`config.mk`:
```
export PLATFORM = sky130hd
export DESIGN_NAME = ex_hilo_div_ctrl_flat
export DESIGN_NICKNAME = d
export VERILOG_FILES = /design/src/rtl/ex_hilo_div_ctrl_pkg.sv /design/src/rtl/ex_hilo_div_ctrl_if.sv /design/src/rtl/ex_hilo_div_ctrl_hilo_reg.sv /design/src/rtl/ex_hilo_div_ctrl.sv /design/src/flat_wrapper.sv
export SDC_FILE = /design/constraint.sdc
export NUM_CORES = 1
export LEC_CHECK = 0
export ABC_AREA = 1
export BUFFER_PORTS_ARGS = -buffer_cell sky130_fd_sc_hd__buf_2
export CAP_MARGIN = 20
export CORE_ASPECT_RATIO = 0.5
export CORE_UTILIZATION = 42
export DETAILED_ROUTE_END_ITERATION = 12
export PLACE_DENSITY = 0.74
export RECOVER_POWER = 25
export REMOVE_ABC_BUFFERS = 1
export SYNTH_ARGS = -nofsm -noshare
export SYNTH_HDL_FRONTEND = slang
export SYNTH_SLANG_ARGS = --single-unit
```
`constraint.sdc`:
```
create_clock -name clk -period 1.3 [get_ports clk]
set_input_delay 0.26 -clock clk [delete_from_list [all_inputs] [get_ports clk]]
set_output_delay 0.26 -clock clk [all_outputs]
set_load 0.05 [all_outputs]
```
`src/rtl/ex_hilo_div_ctrl_pkg.sv`:
```
// ex_hilo_div_ctrl_pkg: HI/LO op codes, divide controller states and shared helpers
package ex_hilo_div_ctrl_pkg;
   localparam int REG_DATA_WIDTH = 32;
   typedef enum logic [2:0] {
      OP_NOP  = 3'd0,
      OP_DIV  = 3'd1,
      OP_DIVU = 3'd2,
      OP_MTHI = 3'd3,
      OP_MTLO = 3'd4,
      OP_MFHI = 3'd5,
      OP_MFLO = 3'd6
   } hilo_op_e;
   typedef enum logic [1:0] {
      DIV_IDLE = 2'd0,
      DIV_BUSY = 2'd1,
      DIV_DONE = 2'd2
   } div_state_e;
   function automatic logic is_div_op(hilo_op_e op);
      return (op == OP_DIV) || (op == OP_DIVU);
   endfunction
endpackage

```
`src/rtl/ex_hilo_div_ctrl_if.sv`:
```
// ex_hilo_div_ctrl_if: start/cancel/ready handshake between the EX controller and the divider
interface ex_hilo_div_ctrl_if #(
   parameter int DW = 32
);
   logic          div_start_out;
   logic          div_signed_out;
   logic [DW-1:0] div_dived_out;
   logic [DW-1:0] div_div_out;
   logic          div_cancel_out;
   logic [2*DW-1:0] div_res_in;
   logic          div_ready_in;
   modport master (
      output div_start_out, div_signed_out, div_dived_out, div_div_out, div_cancel_out,
      input  div_res_in, div_ready_in
   );
   modport slave (
      input  div_start_out, div_signed_out, div_dived_out, div_div_out, div_cancel_out,
      output div_res_in, div_ready_in
   );
endinterface

```
`src/rtl/ex_hilo_div_ctrl_hilo_reg.sv`:
```
// ex_hilo_div_ctrl_hilo_reg: architectural HI/LO storage with divide and MT write ports plus MF read mux
module ex_hilo_div_ctrl_hilo_reg
   import ex_hilo_div_ctrl_pkg::*;
#(
   parameter int DW = REG_DATA_WIDTH
) (
   input  logic            clk,
   input  logic            rst_n,
   input  logic            i_div_we,
   input  logic [2*DW-1:0] i_div_res,
   input  logic            i_hi_we,
   input  logic            i_lo_we,
   input  logic [DW-1:0]   i_mt_data,
   input  hilo_op_e        i_rd_op,
   output logic [DW-1:0]   o_rdata,
   output logic [DW-1:0]   o_hi,
   output logic [DW-1:0]   o_lo
);
   logic [DW-1:0] r_hi, r_lo;
   always_ff @(posedge clk) begin
      if (!rst_n) begin
         r_hi <= '0;
         r_lo <= '0;
      end else if (i_div_we) begin
         r_hi <= i_div_res[2*DW-1:DW];
         r_lo <= i_div_res[DW-1:0];
      end else begin
         if (i_hi_we) r_hi <= i_mt_data;
         if (i_lo_we) r_lo <= i_mt_data;
      end
   end
   assign o_rdata = (i_rd_op == OP_MFHI) ? r_hi : (i_rd_op == OP_MFLO) ? r_lo : '0;
   assign o_hi    = r_hi;
   assign o_lo    = r_lo;
endmodule

```
`src/rtl/ex_hilo_div_ctrl.sv`:
```
// ex_hilo_div_ctrl: EX-stage DIV/MT/MF decode, divider sequencing and stall, owner of HI/LO
module ex_hilo_div_ctrl
   import ex_hilo_div_ctrl_pkg::*;
#(
   parameter int DW = REG_DATA_WIDTH
) (
   input  logic                 clk,
   input  logic                 rst_n,
   input  logic                 ex_valid_in,
   input  logic [2:0]           ex_op_in,
   input  logic [DW-1:0]        rs_data_in,
   input  logic [DW-1:0]        rt_data_in,
   input  logic                 flush_in,
   ex_hilo_div_ctrl_if.master   div_if,
   output logic                 stall_req_out,
   output logic [DW-1:0]        hilo_rdata_out,
   output logic [DW-1:0]        hi_out,
   output logic [DW-1:0]        lo_out
);
   div_state_e    r_state, w_nstate;
   hilo_op_e      w_op;
   logic          w_issue, w_wr_ok, w_launch, w_div_wr, w_cancel;
   logic          r_start, r_signed, r_cancel;
   logic [DW-1:0] r_dived, r_div;
   assign w_op    = hilo_op_e'(ex_op_in);
   assign w_issue = ex_valid_in & is_div_op(w_op) & ~flush_in;
   assign w_wr_ok = ex_valid_in & ~stall_req_out & ~flush_in;
   always_ff @(posedge clk) r_state <= rst_n ? w_nstate : DIV_IDLE;
   // DONE always falls back to IDLE so the retiring DIV still in EX is never re-issued
   always_comb begin
      w_nstate = (r_state == DIV_IDLE) ? (w_issue ? DIV_BUSY : DIV_IDLE) :
                 (r_state == DIV_BUSY) ? (flush_in ? DIV_IDLE :
                                          div_if.div_ready_in ? DIV_DONE : DIV_BUSY) :
                 DIV_IDLE;
   end
   always_comb begin
      w_launch      = (r_state == DIV_IDLE) & w_issue;
      stall_req_out = (r_state == DIV_BUSY) | w_launch;
      w_div_wr      = (r_state == DIV_BUSY) & div_if.div_ready_in & ~flush_in;
      w_cancel      = (r_state == DIV_BUSY) & flush_in;
   end
   always_ff @(posedge clk) begin
      if (!rst_n) begin
         r_start  <= 1'b0;
         r_cancel <= 1'b0;
         r_signed <= 1'b0;
         r_dived  <= '0;
         r_div    <= '0;
      end else begin
         r_start  <= (w_nstate == DIV_BUSY);
         r_cancel <= w_cancel;
         if (w_launch) begin
            r_signed <= (w_op == OP_DIV);
            r_dived  <= rs_data_in;
            r_div    <= rt_data_in;
         end
      end
   end
   assign div_if.div_start_out  = r_start;
   assign div_if.div_signed_out = r_signed;
   assign div_if.div_dived_out  = r_dived;
   assign div_if.div_div_out    = r_div;
   assign div_if.div_cancel_out = r_cancel;
   ex_hilo_div_ctrl_hilo_reg #(.DW(DW)) u_hilo (
      .clk       (clk),
      .rst_n     (rst_n),
      .i_div_we  (w_div_wr),
      .i_div_res (div_if.div_res_in),
      .i_hi_we   (w_wr_ok & (w_op == OP_MTHI)),
      .i_lo_we   (w_wr_ok & (w_op == OP_MTLO)),
      .i_mt_data (rs_data_in),
      .i_rd_op   (w_op),
      .o_rdata   (hilo_rdata_out),
      .o_hi      (hi_out),
      .o_lo      (lo_out)
   );
endmodule

```
`src/flat_wrapper.sv`:
```
// flat-port wrapper written by rule: the top's interface ports become plain ports
module ex_hilo_div_ctrl_flat import ex_hilo_div_ctrl_pkg::*;
#(
   parameter int DW = REG_DATA_WIDTH
)
  (clk, rst_n, ex_valid_in, ex_op_in, rs_data_in, rt_data_in, flush_in, stall_req_out, hilo_rdata_out, hi_out, lo_out, div_if_div_start_out, div_if_div_signed_out, div_if_div_dived_out, div_if_div_div_out, div_if_div_cancel_out, div_if_div_res_in, div_if_div_ready_in);
  ex_hilo_div_ctrl_if #(.DW(DW)) div_if_i ();
  input  logic clk;
  input  logic rst_n;
  input  logic ex_valid_in;
  input  logic [2:0] ex_op_in;
  input  logic [DW-1:0] rs_data_in;
  input  logic [DW-1:0] rt_data_in;
  input  logic flush_in;
  output logic stall_req_out;
  output logic [DW-1:0] hilo_rdata_out;
  output logic [DW-1:0] hi_out;
  output logic [DW-1:0] lo_out;
  output wire logic [$bits(div_if_i.div_start_out)-1:0] div_if_div_start_out;
  output wire logic [$bits(div_if_i.div_signed_out)-1:0] div_if_div_signed_out;
  output wire logic [$bits(div_if_i.div_dived_out)-1:0] div_if_div_dived_out;
  output wire logic [$bits(div_if_i.div_div_out)-1:0] div_if_div_div_out;
  output wire logic [$bits(div_if_i.div_cancel_out)-1:0] div_if_div_cancel_out;
  input wire logic [$bits(div_if_i.div_res_in)-1:0] div_if_div_res_in;
  input wire logic [$bits(div_if_i.div_ready_in)-1:0] div_if_div_ready_in;
  assign div_if_div_start_out = div_if_i.div_start_out;
  assign div_if_div_signed_out = div_if_i.div_signed_out;
  assign div_if_div_dived_out = div_if_i.div_dived_out;
  assign div_if_div_div_out = div_if_i.div_div_out;
  assign div_if_div_cancel_out = div_if_i.div_cancel_out;
  assign div_if_i.div_res_in = div_if_div_res_in;
  assign div_if_i.div_ready_in = div_if_div_ready_in;
  ex_hilo_div_ctrl #(.DW(DW)) u_core (.clk(clk), .rst_n(rst_n), .ex_valid_in(ex_valid_in), .ex_op_in(ex_op_in), .rs_data_in(rs_data_in), .rt_data_in(rt_data_in), .flush_in(flush_in), .div_if(div_if_i), .stall_req_out(stall_req_out), .hilo_rdata_out(hilo_rdata_out), .hi_out(hi_out), .lo_out(lo_out));
endmodule
```
==> flow_summary.ini, run 1 <==
[synth]
ys_warn_count = 0
netlist_area_um2 = 6400
synthDistinctLibCells = 22
ys_async_sr_fraction = 0
synthCells = 941
synth-seq-cells = 133
synth_area_leader_cell = dfxtp_1
syn_avg_cell_area_um2 = 6.80
ys_seq_area_frac = 0.416
synth_edf_count = 0
ys.flop_type = dfxtp_1
synth_top_cell_area_share = 0.416
netlist_top_cells_area = dfxtp_1 42%, inv_1 11%, a21oi_1 10%

[die]
row_count = 31
die_y_um = 89.3
start_util = 0.437
io_pins = 300
fp.dieW_um = 177

[placed_design]
dp.cells = 1412
place_area_um2 = 8240
dp_slack_ns = -0.308
hpwl_um = 13700
gp_congestion = 0.918
portBuffers = 299

[clock_tree]
cts_root_buf = clkbuf_16
htreeDepth = 4
cts_sinks = 133
numCtsBuffers = 17
cts_buffer_depth = 2

[outcome]
failed_stage = 5_1_grt
first-error = [ERROR GRT-0232] Routing congestion too high. Check the congestion heatmap in the GUI.
run_status = did not finish

[global_route]
grt-ovfl-total = 1
grt_max_degree = 58
grtUsageTotal = 0.572

[sta]
worst_endpoint_kind = register data pin
grt-worst-endpoint = u_core.u_hilo.o_lo[15]$_SDFFE_PN0P_/D
## Yosys cell counts (2+ instances only)
cell,n
a21oi_1,131
buf_1,11
buf_2,17
buf_6,15
clkbuf_1,26
dfxtp_1,133
inv_1,196
inv_2,4
nand2_1,104
nand3_1,66
nand3_4,2
nand4_4,2
nor2_1,68
o21ai_0,111
o21ai_1,17
o22ai_1,32
## kinds of logic after synthesis
kind of cell | after synthesis | synth area share
AOI/OAI and AO/OA | 291 | 0.234
buffers and inverters | 270 | 0.179
and+or+nand+nor | 247 | 0.171
DFF | 133 | 0.416
## per-layer routing
layer  GRT overflow  track usage
met5              0        0.134
met4              1        0.454
met3              0        0.378
met2              0        0.757
met1              0        0.633
## stage by stage
step / util / hold slack [ns]
global placement: 0.562 / 0.427
floorplan: - / 0.381
CTS: 0.727 / 0.110
detailed placement: 0.562 / 0.431
## repair_timing
| item | 4_1_cts |
|---|---|
| pin swaps | 44 |
| cloned | 17 |
| hold buffers | 0 |
| endpoints found under the setup margin | 163 |
| gates resized for setup | 336 |
| setup buffers | 24 |
==> run 2, diff against run 1 <==
Settings changed: CORE_ASPECT_RATIO 0.5 to unset, CORE_UTILIZATION 42 to 35, PLACE_DENSITY 0.74 to unset, PLACE_DENSITY_LB_ADDON set to 0.15.
Clock period 1.3 ns to 1.7 ns, I/O delays scaled along.
==> run 2 against run 1 <==
The flow now finishes without violations. Synthesized area unchanged. Synthesized cell count unchanged.
==> flow_summary.ini, run 2 <==
[global_route]
grt_pass1_vias = 5729
grt_pass1_wl_um = 28700
grtUsageTotal = 0.196
antenna_found_initial = 0
grt-ovfl-total = 0
grt_max_degree = 64

[sta]
period_needed_ns = 1.65
setup_viol = 0
final_max_slew_viol_count = 0
hold_viol_final = 0
fmax_mhz = 607
finalCritPeriodShare = 0.969
worst_slew_pin_slew_ns = 0.442
whs_ns = 0.192
rsz0062_at_grt = yes
fin_skew_ns = 0.00825
finalSetupTns_ns = 0
slew_headroom = 0.705

[die]
dieArea_um2 = 18800
io_pins = 300
die_y_um = 137
core_um2 = 18000
start_util = 0.356
fp.dieW_um = 137
row_count = 49

[clock_tree]
clkLatencyLatePin_ns = 0.41
cts_sinks = 133
cts_tree = built
cts_root_buf = clkbuf_16
htreeDepth = 4
holdBufCountCts = 0
clkTransAtPathRegs_ns = 0.06
cts_buffer_depth = 2
numCtsBuffers = 17

[drt]
drc_errors = 0
wl_per_cell_um = 13.1
vias = 6693
first_pass_iters = 4
via_per_inst = 4.58
drt_iter0_drc = 360
finalWirelength_um = 19100
detail-route-antenna-nets = 0

[worst_setup_path]
cp-end-kind = primary output
crit_type = in2out
cp.arrival_ns = 1.31
crit_fanout = 18
worstPathRequired_ns = 1.36
cp-start-kind = primary input

[finish]
drive_above_1_share = 0.308
post-route-util = 0.496
fin_area_um2 = 8910
final_common_cell = buf_2
area_growth_pct = 39.2
antennaDiodeCount = 0
instances_no_fill = 1461
finish.net_count = 1356
layout_common_cells = 265 x buf_2, 195 x inv_1, 132 x dfxtp_1, 131 x a21oi_1, 111 x o21ai_0

[placed_design]
portBuffers = 299
hpwl_um = 13800
gp_congestion = 0.783
dp.cells = 1429
place_area_um2 = 8170

[synth]
synth-seq-cells = 133
synth_top_cell_area_share = 0.416
yosysMostFrequentCell = inv_1
ys.flop_type = dfxtp_1
syn_avg_cell_area_um2 = 6.80
synth_commonest_cells = 196 x inv_1, 133 x dfxtp_1, 131 x a21oi_1
netlist_top_cells_area = dfxtp_1 42%, inv_1 11%, a21oi_1 10%
synthCells = 941
synth_area_leader_cell = dfxtp_1
ys_seq_area_frac = 0.416
ys_async_sr_fraction = 0
ys_warn_count = 0
netlist_area_um2 = 6400
synthDistinctLibCells = 22
synth_edf_count = 0

[outcome]
run_status = finished, final reports clean

[power_and_ir_drop]
peakVddDrop_uv = 628
power_density_nw_per_um2 = 936
power.leakage_nw = 4.73

[worst_hold_path]
hp-class = in2reg

[flow_run]
drv_cap = 0
run 2: layout make-up:
type	instances	area (µm²)
fillers	1864	9050
flip-flops and latches	133	2660
multi-input cells	538	2620
repair buffers	330	1960
inverters	200	753
clock buffers	19	443
well taps	229	287
clock inverters	12	179
run 2: cells by family after synthesis:
logic type             synth area share
DFF                               0.416
AOI/OAI and AO/OA                 0.234
buffers and inverters             0.179
and+or+nand+nor                   0.171
run 2: power breakdown:
group	internal, mW	switching (mW)	total, mW
Clock	2.49	1.42	3.91
Combinational	0.368	0.795	1.16
Sequential	3.22	0.0455	3.26
run 2: metal layers:
layer,track usage,share of wire,vias up
li1,-,-,3541
met4,0.0635,0.013,0
met5,0,0,-
met2,0.329,0.47,212
met1,0.239,0.45,2922
met3,0.0567,0.071,18
run 2: timing repair:
item / in CTS / in global routing
setup endpoints to repair: 5 / 33
pin swaps: 1 / 2
setup buffers: 0 / 1
resized for setup: 10 / 63
run 2: critical path: stages:
cell,delay (ns)
buf_2,0.11
inv_2,0.04
nand2_1,0.06
inv_1,0.08
nand2_1,0.09
buf_6,0.18
o22ai_1,0.15
buf_4,0.23
run 2: worst paths after layout:
| kind | start | end | slack (ns) | depth (start not counted) |
|---|---|---|---|---|
| setup reg to reg | u_core.r_state[0] | u_core.u_hilo.o_lo[19] | 0.16 | 8 |
| hold reg to reg | u_core.div_if.div_div_out[11] | u_core.div_if.div_div_out[11] | 0.44 | 2 |
| hold / removal | rt_data_in[29] | u_core.div_if.div_div_out[29] | 0.19 | 3 |
| setup / recovery | ex_op_in[1] | hilo_rdata_out[19] | 0.05 | 8 |
run 2: per-stage QoR:
step / power [mW] / setup slack, ns
finish: 8.34 / 0.0525
global route: 8.70 / -0.0230
CTS: 8.44 / -0.00813
detailed placement: 4.48 / 0.00393
global placement: 4.48 / 0.0186
floorplan: 4.03 / -0.694
No activity file was read; power rests on OpenSTA's default activity.
